`src/rtl/cube_pkg.sv`:
```
// Shared types and helpers for the isometric cube face rasteriser.
//   top_state_t    : per-cube colour state shown on the top face
//   occ_state_t    : whether Q*bert currently stands on the top face
//   XW/YW/DW/PW    : screen coordinate, signed delta and product widths
//   sext_d         : sign-extends a delta to product width
//   colour_advance : next colour state after a landing
package cube_pkg;

    localparam int XW = 11;
    localparam int YW = 10;
    localparam int DW = 13;
    localparam int PW = 24;

    typedef enum logic [1:0] {
        UNVISITED = 2'd0,
        INTER     = 2'd1,
        DONE      = 2'd2
    } top_state_t;

    typedef enum logic {
        OFF = 1'b0,
        ON  = 1'b1
    } occ_state_t;

    function automatic logic signed [PW-1:0] sext_d(input logic signed [DW-1:0] v);
        return {{(PW-DW){v[DW-1]}}, v};
    endfunction

    // steps is 1 or 2; with revert set a landing on DONE walks back one state.
    function automatic top_state_t colour_advance(input top_state_t s, input int steps,
                                                  input logic revert);
        top_state_t n;
        case (s)
            UNVISITED: n = (steps == 1) ? DONE : INTER;
            INTER:     n = DONE;
            DONE:      n = revert ? ((steps == 1) ? UNVISITED : INTER) : DONE;
            default:   n = UNVISITED;
        endcase
        return n;
    endfunction

endpackage

```
`src/rtl/cube_face_raster_hit_test.sv`:
```
// cube_hit_test: three-stage registered point-in-cube-face evaluator.
// Ports:
//   clk_i, reset_i      : clock, synchronous active-high reset
//   x_i, y_i            : point under test (screen coordinates)
//   xo_i, yo_i          : cube top-vertex position
//   top_o/left_o/right_o: one-hot face hit (or all zero), 3 cycles after x_i/y_i
// Stages: S1 deltas, S2 products and absolute values, S3 compares + priority.
module cube_hit_test
    import cube_pkg::*;
#(
    parameter int HALF_W = 50,
    parameter int HALF_H = 30,
    parameter int DEPTH  = 60
) (
    input  logic          clk_i,
    input  logic          reset_i,
    input  logic [XW-1:0] x_i,
    input  logic [YW-1:0] y_i,
    input  logic [XW-1:0] xo_i,
    input  logic [YW-1:0] yo_i,
    output logic          top_o,
    output logic          left_o,
    output logic          right_o
);

    localparam logic signed [PW-1:0] C_HW = PW'(HALF_W);
    localparam logic signed [PW-1:0] C_HH = PW'(HALF_H);
    localparam logic signed [PW-1:0] C_KT = PW'(HALF_W * HALF_H);
    localparam logic signed [PW-1:0] C_K2 = PW'(2 * HALF_W * HALF_H);
    localparam logic signed [PW-1:0] C_KD = PW'(DEPTH * HALF_W);

    // S1
    logic signed [DW-1:0] dx_d, dy_d, dx_q, dy_q;

    assign dx_d = $signed({{(DW-XW){1'b0}}, x_i}) - $signed({{(DW-XW){1'b0}}, xo_i});
    assign dy_d = $signed({{(DW-YW){1'b0}}, y_i}) - $signed({{(DW-YW){1'b0}}, yo_i});

    // S2
    logic signed [PW-1:0] dx_w, dy_w, dyh_w, adx_w, ady_w;
    logic signed [PW-1:0] top_sum_d, dxh_d, dyw_d;
    logic signed [PW-1:0] top_sum_q, dxh_q, dyw_q;
    logic signed [DW-1:0] dx2_q;

    always_comb begin
        dx_w      = sext_d(dx_q);
        dy_w      = sext_d(dy_q);
        // Top diamond is centred HALF_H below the top vertex.
        dyh_w     = dy_w - C_HH;
        adx_w     = dx_w[PW-1]  ? -dx_w  : dx_w;
        ady_w     = dyh_w[PW-1] ? -dyh_w : dyh_w;
        top_sum_d = adx_w * C_HH + ady_w * C_HW;
        dxh_d     = dx_w * C_HH;
        dyw_d     = dy_w * C_HW;
    end

    // S3
    logic signed [PW-1:0] dxe_w, left_lo_w, right_lo_w;
    logic                 top_ok, left_ok, right_ok;

    always_comb begin
        dxe_w      = sext_d(dx2_q);
        // Left/right faces are bounded by the lower diamond edges, shifted down by DEPTH.
        left_lo_w  = C_K2 + dxh_q;
        right_lo_w = C_K2 - dxh_q;
        top_ok     = (top_sum_q <= C_KT);
        left_ok    = dxe_w[PW-1] && (dxe_w >= -C_HW) &&
                     (dyw_q >= left_lo_w) && (dyw_q <= left_lo_w + C_KD);
        right_ok   = !dxe_w[PW-1] && (dxe_w <= C_HW) &&
                     (dyw_q >= right_lo_w) && (dyw_q <= right_lo_w + C_KD);
    end

    always_ff @(posedge clk_i) begin
        if (reset_i) begin
            dx_q      <= '0;
            dy_q      <= '0;
            top_sum_q <= '0;
            dxh_q     <= '0;
            dyw_q     <= '0;
            dx2_q     <= '0;
            top_o     <= 1'b0;
            left_o    <= 1'b0;
            right_o   <= 1'b0;
        end else begin
            dx_q      <= dx_d;
            dy_q      <= dy_d;
            top_sum_q <= top_sum_d;
            dxh_q     <= dxh_d;
            dyw_q     <= dyw_d;
            dx2_q     <= dx_q;
            top_o     <= top_ok;
            left_o    <= !top_ok && left_ok;
            right_o   <= !top_ok && !left_ok && right_ok;
        end
    end

endmodule

```
`src/rtl/cube_face_raster.sv`:
```
// cube_face_raster: per-cube face classifier and landing tracker.
// Ports:
//   clk_i, reset_i            : clock, synchronous active-high reset
//   x_cnt_i, y_cnt_i          : current scan pixel
//   x_offset_i, y_offset_i    : cube top vertex, latched on frame_start_i
//   qbert_x_i, qbert_y_i      : Q*bert foot position, latched on frame_start_i
//   frame_start_i             : one-cycle pulse at start of vertical blank
//   clear_i                   : level restart, colour back to UNVISITED
//   top/left/right_face_o     : face of the pixel presented 3 cycles earlier
//   top_state_o               : colour state (0 UNVISITED, 1 INTER, 2 DONE)
//   qbert_on_o                : Q*bert on this top face, updated once per frame
//   land_pulse_o              : one-cycle pulse on each new landing
//
// Occupancy FSM (updated only on the eval cycle, frame_start + 4):
//   state | meaning
//   OFF   | Q*bert not on this top face; a hit is a new landing
//   ON    | Q*bert standing on this top face; further hits are ignored
module cube_face_raster
    import cube_pkg::*;
#(
    parameter int HALF_W = 50,
    parameter int HALF_H = 30,
    parameter int DEPTH  = 60,
    parameter int STEPS  = 2,
    parameter int REVERT = 0
) (
    input  logic          clk_i,
    input  logic          reset_i,
    input  logic [XW-1:0] x_cnt_i,
    input  logic [YW-1:0] y_cnt_i,
    input  logic [XW-1:0] x_offset_i,
    input  logic [YW-1:0] y_offset_i,
    input  logic [XW-1:0] qbert_x_i,
    input  logic [YW-1:0] qbert_y_i,
    input  logic          frame_start_i,
    input  logic          clear_i,
    output logic          top_face_o,
    output logic          left_face_o,
    output logic          right_face_o,
    output logic [1:0]    top_state_o,
    output logic          qbert_on_o,
    output logic          land_pulse_o
);

    // One latch cycle plus three pipeline stages before the Q*bert hit is usable.
    localparam logic [2:0] EVAL_LOAD = 3'd4;

    logic [XW-1:0] xo_q, qx_q;
    logic [YW-1:0] yo_q, qy_q;
    logic [2:0]    eval_cnt_q, eval_cnt_d;
    logic          eval_now;
    logic          q_top;

    top_state_t    top_state_q;
    occ_state_t    occ_q;
    logic          qbert_on_q;
    logic          land_pulse_q;

    cube_hit_test #(.HALF_W(HALF_W), .HALF_H(HALF_H), .DEPTH(DEPTH)) u_pix_hit (
        .clk_i   (clk_i),
        .reset_i (reset_i),
        .x_i     (x_cnt_i),
        .y_i     (y_cnt_i),
        .xo_i    (xo_q),
        .yo_i    (yo_q),
        .top_o   (top_face_o),
        .left_o  (left_face_o),
        .right_o (right_face_o)
    );

    // Only the top-face result matters for landings.
    cube_hit_test #(.HALF_W(HALF_W), .HALF_H(HALF_H), .DEPTH(DEPTH)) u_qbert_hit (
        .clk_i   (clk_i),
        .reset_i (reset_i),
        .x_i     (qx_q),
        .y_i     (qy_q),
        .xo_i    (xo_q),
        .yo_i    (yo_q),
        .top_o   (q_top),
        .left_o  (),
        .right_o ()
    );

    // A new frame_start reloads the timer, so an in-flight eval is dropped.
    always_comb begin
        eval_cnt_d = eval_cnt_q;
        if (frame_start_i) begin
            eval_cnt_d = EVAL_LOAD;
        end else if (eval_cnt_q != 3'd0) begin
            eval_cnt_d = eval_cnt_q - 3'd1;
        end
    end

    assign eval_now = (eval_cnt_q == 3'd1) && !frame_start_i;

    always_ff @(posedge clk_i) begin
        if (reset_i) begin
            xo_q         <= '0;
            yo_q         <= '0;
            qx_q         <= '0;
            qy_q         <= '0;
            eval_cnt_q   <= '0;
            top_state_q  <= UNVISITED;
            occ_q        <= OFF;
            qbert_on_q   <= 1'b0;
            land_pulse_q <= 1'b0;
        end else begin
            land_pulse_q <= 1'b0;
            eval_cnt_q   <= eval_cnt_d;
            if (frame_start_i) begin
                xo_q <= x_offset_i;
                yo_q <= y_offset_i;
                qx_q <= qbert_x_i;
                qy_q <= qbert_y_i;
            end
            if (clear_i) begin
                top_state_q <= UNVISITED;
                occ_q       <= OFF;
                qbert_on_q  <= 1'b0;
            end else if (eval_now) begin
                qbert_on_q <= q_top;
                case (occ_q)
                    OFF: begin
                        if (q_top) begin
                            occ_q        <= ON;
                            land_pulse_q <= 1'b1;
                            top_state_q  <= colour_advance(top_state_q, STEPS, REVERT != 0);
                        end
                    end
                    ON: begin
                        if (!q_top) begin
                            occ_q <= OFF;
                        end
                    end
                    default: occ_q <= OFF;
                endcase
            end else if (!(top_state_q inside {UNVISITED, INTER, DONE})) begin
                top_state_q <= UNVISITED;
            end
        end
    end

    assign top_state_o  = top_state_q;
    assign qbert_on_o   = qbert_on_q;
    assign land_pulse_o = land_pulse_q;

endmodule

```
`config.mk`:
```
export PLATFORM = sky130hd
export DESIGN_NAME = cube_face_raster
export DESIGN_NICKNAME = d
export VERILOG_FILES = /design/src/rtl/cube_pkg.sv /design/src/rtl/cube_face_raster_hit_test.sv /design/src/rtl/cube_face_raster.sv
export SDC_FILE = /design/constraint.sdc
export NUM_CORES = 1
export LEC_CHECK = 0
export ABC_AREA = 0
export CAP_MARGIN = 20
export CORE_AREA = 5 5 141 278
export DETAILED_ROUTE_END_ITERATION = 10
export DIE_AREA = 0 0 146 283
export GPL_TIMING_DRIVEN = 0
export PLACE_DENSITY = 0.94
export SETUP_SLACK_MARGIN = 0.2
export SLEW_MARGIN = 0
export SYNTH_ARGS = -nofsm -noshare
export SYNTH_HDL_FRONTEND = slang
export SYNTH_SLANG_ARGS = --single-unit
```
`constraint.sdc`:
```
create_clock -name clk_i -period 11.65 [get_ports clk_i]
set_input_delay 2.9125 -clock clk_i [delete_from_list [all_inputs] [get_ports clk_i]]
set_output_delay 2.9125 -clock clk_i [all_outputs]
set_load 0.05 [all_outputs]
```
==> results of run 1 <==
-- metrics by stage --
step / hold WS [ns] / cell area (µm²) / cells / util, %
2_1_floorplan: 0.441 / 24100 / 2891 / -
3_3_place_gp: 0.471 / 25300 / 3421 / 68.7
3_5_place_dp: 0.485 / 25300 / 3421 / 68.7
4_1_cts: 0.504 / 25900 / 3452 / 70.2
5_1_grt: 0.544 / 25900 / 3453 / 70.3
6_report: 0.503 / 25900 / 3453 / 70.3
-- worst reg2reg max path: cells and delay by family, from the launching register on --
kind                       cells  cell delay [ns]
muxes                          1             0.13
adders and majority gates      6             1.98
xor gates and xnor gates       3             0.96
buffers and inverters          4             0.55
and+or+nand+nor                8             1.52
DFF                            1             0.50
AOI/OAI and AO/OA             11             1.81
-- layout make-up --
type                       instances  area, µm²
timing repair buffer              72        738
fill                            2487      11000
inverter                         403       1510
tap                              459        574
clock inverter                    12        129
multi-input combinational       2246      18500
clock buffer                      19        433
sequential                       190       3800
buffer                            52        206
-- logic make-up (layout without fill, tap and decap cells) --
group	count (synthesis)	in the layout
flip-flops	190	190
buffers and inverters	455	558
adder cells (fa/ha/maj)	597	597
multiplexers	52	52
other	2	100
AO/OA/AOI/OAI	542	542
XOR/XNOR	248	248
AND/OR/NAND/NOR	707	707
-- how the worst max path moves through the flow --
| stage | startpoint | endpoint | slack [ns] |
|---|---|---|---|
| final | u_pix_hit.dy_q[1]$_SDFF_PP0_ | u_pix_hit.top_sum_q[23]$_SDFF_PP0_ | 4.11 |
| after global routing | u_pix_hit.dy_q[1]$_SDFF_PP0_ | u_pix_hit.top_sum_q[23]$_SDFF_PP0_ | 3.63 |
| after CTS | u_pix_hit.dy_q[1]$_SDFF_PP0_ | u_pix_hit.top_sum_q[23]$_SDFF_PP0_ | 4.22 |
| after detailed placement | u_pix_hit.dy_q[1]$_SDFF_PP0_ | u_pix_hit.top_sum_q[23]$_SDFF_PP0_ | 4.32 |
| after global placement | u_pix_hit.dy_q[1]$_SDFF_PP0_ | u_pix_hit.top_sum_q[23]$_SDFF_PP0_ | 4.51 |
| after floorplan | u_pix_hit.dy_q[1]$_SDFF_PP0_ | u_pix_hit.top_sum_q[23]$_SDFF_PP0_ | 5.36 |
-- cells in the mapped netlist, drive strengths merged, types with 10 or more instances --
cell type and number:
a21oi 149, mux2i 49, or2 18, o21bai 26, nor2b 58, and3 23
nor4 17, inv 402, xor2 72, o21a 22, dfxtp 190, nand4 29
ha 465, nand2 116, nor3 69, a31oi 18, a21o 95, clkbuf 42
nand2b 30, a21boi 25, fa 132, a211oi 19, buf 10, o21ai 119
nor2 255, xnor2 175, nand3 35, nand3b 13
-- placed cells by master, fill, tap and decap left out, drive strengths merged, types with 19 or more instances in the layout --
cell / netlist / final
ha: 465 / 465
inv: 402 / 407
nor2: 255 / 255
dfxtp: 190 / 190
xnor2: 175 / 175
a21oi: 149 / 149
fa: 132 / 132
o21ai: 119 / 119
nand2: 116 / 116
conb: 2 / 100
a21o: 95 / 95
xor2: 72 / 72
clkdlybuf4s50: 0 / 71
nor3: 69 / 69
clkbuf: 42 / 61
nor2b: 58 / 58
mux2i: 49 / 49
nand3: 35 / 35
nand2b: 30 / 30
nand4: 29 / 29
o21bai: 26 / 26
a21boi: 25 / 25
and3: 23 / 23
o21a: 22 / 22
a211oi: 19 / 19
-- registers in the layout (all words and copies together) (netlist names), 2 cells and up --
name                   count
eval_cnt_q                 3
u_qbert_hit.dx_q          12
top_state_o                2
u_pix_hit.dx2_q           12
qy_q                      10
u_pix_hit.dx_q            12
u_qbert_hit.dy_q          11
u_pix_hit.dyw_q           17
u_pix_hit.dy_q            11
yo_q                      10
u_pix_hit.top_sum_q       23
u_qbert_hit.top_sum_q     23
xo_q                      11
qx_q                      11
u_pix_hit.dxh_q           16
-- metal layers --
metal  up-vias  wire (µm)  global-route usage (%)
li1       9759          -                       -
met1      9619      23100                    33.6
met2       788      29300                    51.1
met3       193       3730                    3.84
met4         0       2700                    12.4
met5         -          0                       0
==> results.md, run 1 <==
- The run finished with clean final reports.
- The tree built by TritonCTS fans out to 190 sinks.
- The die is 146 µm wide.
- After synthesis, flip-flops and latches occupy 16.1% of the total area.
- In this run, synthesis produced a sequential element count of 190.
- Buffers placed on the I/O ports in this run total 71.
- The worst hold path passes through 2 cells.
- The leading area contributor after synthesis is sky130_fd_sc_hd__ha_1.
- 0 antenna diodes ended up in the layout.
- The post-CTS clock slew at the launch and capture registers of the worst setup and hold paths is 0.08 ns.
- The floorplan has 100 rows.
- STA classifies the critical path endpoint as a register.
- For the pin with the worst max-slew slack, the measured transition is 1.02 ns.
- Measured against its own limit, the worst slew margin works out to 31.7%.
- The adder-cell share of the synthesized area is 35.7%.
- Measured in cells, the most critical reg-to-reg path has a length of 33.
- The final routed DRC violation total is 0.
- The startpoint of the worst hold path is yo_q[2]$_SDFFE_PP0P_.
- The effective utilization at floorplan is 64.2%.
- Timing analysis after detailed placement gives a worst setup slack of 4.32 ns.
- The area of the core region is 0.0369 mm².
- The final critical path takes up 64.7% of the cycle.
- The later-pin clock latency in the skew report is 0.47 ns.
- The data arrival time at the worst-slack endpoint is 7.90 ns.
- The die covers 0.0413 mm².
- Buffers inserted to repair hold after CTS numbered 0.
- The largest net degree at the start of global routing is 29.
- The wire-length estimate of the detail-placed layout is 47,700 µm.
- The synthesis-to-layout area growth is 9.47%.
- In this run the deepest clock path goes through 2 buffers.
- The share of synthesized registers carrying an async set or reset is 0%.
- The final hold violation count is 0.
- By area the synthesized netlist is led by sky130_fd_sc_hd__ha_1, sky130_fd_sc_hd__dfxtp_1, sky130_fd_sc_hd__fa_1.
- The initial antenna violation count is 0.
- STA puts the critical path data required time at 12.00 ns.
- In this run the worst path has a maximum fanout of 8.
- The root buffer selected by CTS is sky130_fd_sc_hd__clkbuf_16.
- The main combinational cell family by area after synthesis is adder cells.
- Counting buffers and inverters, the worst setup path is 33 cells deep.
- The post-route antenna net violation count is 0.
- Setup repair after global routing left no endpoint under its margin.
- After synthesis the cells add up to 0.0237 mm².
- The startpoint-to-endpoint class of the critical path is register to register.
- The setup slack of the most critical reg-to-reg path is 4.11 ns.
- The number of global-route vias before repair is 20,900.
- The final layout contains 3,646 nets.
- The clock skew after layout is 0.0125 ns.
- The total track usage is 28.4%.
- Gates resized during post-CTS repair numbered 0.
- The critical path's top delay family is adder cells.
- Of the total synthesized cell area, the portion taken by XOR and XNOR cells is 9.23%.
- Counting the buffers created by CTS gives 17.
- The startpoint class of the critical path is a register.
- The setup TNS after final layout is 0 ns.
- The mean routed wirelength per cell is 17.1 µm.
- After synthesis, the share of cell area in mux cells is 2.21%.
- The area fraction in compound gates after synthesis is 15.0%.
- The number of violations of the max-capacitance limit is 0.
- Of the total synthesized cell area, the portion taken by AND, OR, NAND and NOR gates is 14.5%.
- For this run, the detailed router's first-pass iteration total came to 6.
- For this run, the slowest stage of the critical path takes 0.55 ns.
- After detailed routing, the number of vias per cell comes to 5.90.
- The via count of the routed design is 20,400.
- The highest achievable clock rate is 133 MHz.
- Pin placement for this block handled 74 I/O pins.
- The H-tree was split into 4 levels.
- The routability-driven placement congestion ratio is 0.948.
- The primary flip-flop cell chosen by synthesis mapping is sky130_fd_sc_hd__dfxtp_1.
- The number of max-slew violations in the final report is 0.
- Averaged over all synthesized cells, the footprint is 8.48 µm².
- The height of the die is 283 µm.
- The number of instances in the synthesized netlist is 2,793.
- The overall overflow remaining after global route is 0.
- The fraction of layout cells with a size suffix above 1 is 2.44%.
- The sum of routed wire length over all layers is 58,900 µm.
- During synthesis, Yosys emitted a total of 0 warnings.
- The reg-to-reg startpoint is u_pix_hit.dy_q[1]$_SDFF_PP0_.
- In this run, the number of DRC markers left after iteration 0 of detailed routing was 1,584.
- Once the clock tree was built, the setup fixing pass inserted 0 buffers.
- The path class of the tightest hold or removal check is register to register.
- The path with the worst hold slack has its endpoint at yo_q[2]$_SDFFE_PP0P_.
- Among all stages on the critical path, the largest delay is contributed by sky130_fd_sc_hd__fa_1.
- Counting both buffers and inverters, the worst setup path holds a total of 4.
- The wire length of the first global-routing pass is 97,800 µm.
- The setup violation total in the final timing report is 0.
- TritonCTS built the clock tree.
- The share of synthesized area in the top cell type comes to 24.6%.
- The number of unique standard cell types used by synthesis is 87.
- The critical register-to-register path endpoint is u_pix_hit.top_sum_q[23]$_SDFF_PP0_.
- The final worst slack is 4.11 ns.
- The number of enable flip-flop cells after synthesis is 0.
- The shortest clock period the worst path allows after layout is 7.54 ns.
Power of run 1 is left out: the tool's default activity adds up to more than one toggle a clock period on the data nets, which glitch-free logic cannot reach.
==> run 2: changes to the inputs <==
--- a/config.mk
+++ b/config.mk
@@ -7,11 +7,11 @@
 export LEC_CHECK = 0
 export ABC_AREA = 0
 export CAP_MARGIN = 20
-export CORE_AREA = 5 5 141 278
+export CORE_AREA = 5 5 143 281
 export DETAILED_ROUTE_END_ITERATION = 10
-export DIE_AREA = 0 0 146 283
+export DIE_AREA = 0 0 148 286
 export GPL_TIMING_DRIVEN = 0
-export PLACE_DENSITY = 0.94
+export PLACE_DENSITY = 0.92
 export SETUP_SLACK_MARGIN = 0.2
 export SLEW_MARGIN = 0
 export SYNTH_ARGS = -nofsm -noshare
==> constraint.sdc (replaced) <==
create_clock -name clk_i -period 7.25 [get_ports clk_i]
set_input_delay 1.8125 -clock clk_i [delete_from_list [all_inputs] [get_ports clk_i]]
set_output_delay 1.8125 -clock clk_i [all_outputs]
set_load 0.05 [all_outputs]
==> results.md, run 2 (synthesis results as in run 1) <==
- The critical path in this run is classified as register to register.
- The initial antenna violation count is 0.
- The leading cell type in the layout, fill and taps excluded is sky130_fd_sc_hd__ha_1.
- The tree is rooted in a sky130_fd_sc_hd__clkbuf_16.
- The startpoint class of the critical path is a register.
- The number of global-route vias before repair is 22,400.
- Signal routing reaches up to met4.
- The final routed DRC violation total is 0.
- Buffers inserted during clock tree synthesis total 17.
- Setup violations remaining at the end of the flow were counted as 0.
- After detailed routing, the average wire length per cell comes to 19.1 µm.
- Counting along the longest clock path gives a buffer depth of 2.
- The sum of routed wire length over all layers is 66,200 µm.
- The initial utilization of the core area, before any placement, comes to 62.7%.
- The wire length of the first global-routing pass is 105,000 µm.
- In this run the worst path has a maximum fanout of 8.
- The HPWL after detailed placement is 54,500 µm.
- The highest achievable clock rate is 148 MHz.
- Together, buffers and inverters on the worst path number 2.
- The required arrival time at the worst endpoint is 7.60 ns.
- Setup repair after global routing could not meet its margin everywhere.
- The repair_antennas step left the layout with diodes totalling 0.
- CTS built an H-tree with a depth of 4.
- The height of the die is 286 µm.
- At the end of the flow, the number of nets in the layout was 3,652.
- The length of routed wiring on met1 is 20,500 µm.
- The master of the slowest instance on the critical path is sky130_fd_sc_hd__dfxtp_2.
- The number of hold buffers added after CTS was 0.
- Counting I/O delays and the setup requirement, the final critical path takes 6.77 ns.
- At the pin with the least slew margin, the transition time is 1.15 ns.
- Routability-driven placement finished with a final weighted congestion of 1.02.
- The synthesis-to-layout area growth is 10.6%.
- The final hold violation count was 0.
- The total area inside the core boundary comes to 0.0378 mm².
- In the detailed route, the total length drawn on met3 is 2810 µm.
- In this run, the number of DRC markers left after iteration 0 of detailed routing was 1,008.
- The number of search-and-repair iterations in the first detailed-routing pass is 7.
- STA classifies the critical path endpoint as a register.
- Entering global routing, the biggest net connects 29 pins.
- The die area is 0.0423 mm².
- The data arrival time at the worst-slack endpoint is 7.12 ns.
- At the later pin of the worst-skew pair, clock insertion delay measures 0.47 ns.
- The run finished with clean final reports.
- In this run the tool buffered the top-level ports with 71 buffer cells.
- The tightest min-delay check is of the register to register type.
- In this run the remaining antenna-violating nets after routing total 0.
- The floorplan row count is 101.
- The post-route netlist has 3.47% of its cells at a drive strength greater than 1.
- Pin placement for this block handled 74 I/O pins.
- The number of max-slew violations in the final report came to 0.
- The highest cell delay on the worst timing path is 0.41 ns.
- The critical path's top delay family is adder cells.
- Measured on the finished design, the core utilization comes to 69.3%.
- The post-CTS clock slew at the launch and capture registers of the worst setup and hold paths is 0.08 ns.
- The clock drives 190 sinks.
- The number of violations of the max-capacitance limit is 0.
- In the layout the commonest cells are sky130_fd_sc_hd__ha_1, sky130_fd_sc_hd__inv_1, sky130_fd_sc_hd__nor2_1, sky130_fd_sc_hd__dfxtp_1, sky130_fd_sc_hd__xnor2_1.
- TritonCTS built the clock tree.
- Counting stages on the worst path, the most repeated cell is sky130_fd_sc_hd__ha_1.
- The largest registers in the layout are u_pix_hit.top_sum_q: 23 flops, u_qbert_hit.top_sum_q: 23 flops, u_pix_hit.dyw_q: 17 flops.
- The via count of the routed design is 20,800.
- The share of the clock period used by the worst path is 93.4%.
- Counting the fill cells in the layout gives 2,810.
- The overall overflow remaining after global route is 0.
- The horizontal die dimension is 148 µm.
- The total met2 wirelength after detailed routing is 35,600 µm.
- The max-slew headroom at the worst pin is 23.4%.
- The total track usage is 30.9%.
- Using the TritonRoute via totals, the vias-per-cell ratio works out to 6.01.
- The clock skew after layout is 0.0196 ns.
run 2: worst register-to-register path: cells and delay by family (launching register included):
family / cells / cell delay [ns]
mux: 1 / 0.13
xor+xnor: 4 / 0.82
fa+ha+maj: 6 / 1.84
buf+inv: 2 / 0.39
simple gates: 7 / 1.32
compound gates: 11 / 1.76
flops: 1 / 0.41
run 2: final timing paths:
kind	from	end	slack, ns	depth (start not counted)
setup reg to reg	u_pix_hit.dy_q[1]$_SDFF_PP0_	u_pix_hit.top_sum_q[23]$_SDFF_PP0_	0.48	31
hold reg to reg	xo_q[7]$_SDFFE_PP0P_	xo_q[7]$_SDFFE_PP0P_	0.51	2
hold / removal	xo_q[7]$_SDFFE_PP0P_	xo_q[7]$_SDFFE_PP0P_	0.51	2
setup / recovery	u_pix_hit.dy_q[1]$_SDFF_PP0_	u_pix_hit.top_sum_q[23]$_SDFF_PP0_	0.48	31
run 2: what timing repair did:
| action | 4_1_cts | 5_1_grt |
|---|---|---|
| pin swaps | 1 | 5 |
| resized for setup | 9 | 18 |
| endpoints found under the setup margin | 6 | 10 |
| setup buffers | 1 | 5 |
run 2: layout make-up:
cell class / count / area (µm²) / share of cell area, %
tap: 463 / 579 / 2.21
clock buffer: 17 / 425 / 1.62
inverter: 403 / 1510 / 5.78
sequential: 190 / 3810 / 14.5
multi-input combinational: 2246 / 18600 / 71.1
buffer: 52 / 209 / 0.798
clock inverter: 15 / 243 / 0.927
timing repair buffer: 78 / 783 / 2.99
run 2: layer usage:
metal  vias up  global-route usage (%)
li1       9743                       -
met1      9842                    26.2
met2       815                    59.2
met3       412                    4.47
met4         0                    28.9
met5         -                       0
run 2: per-stage QoR:
step / hold slack, ns / instance area (µm²) / TNS (ns) / instances / setup slack (ns)
2_1_floorplan: 0.441 / 24100 / 0 / 2891 / 0.962
3_3_place_gp: 0.474 / 25300 / 0 / 3425 / 0.0397
3_5_place_dp: 0.493 / 25300 / -0.254 / 3425 / -0.226
4_1_cts: 0.511 / 26100 / 0 / 3458 / 0.207
5_1_grt: 0.534 / 26200 / 0 / 3464 / 0.151
6_report: 0.509 / 26200 / 0 / 3464 / 0.481
Power of run 2 is left out for the same reason.
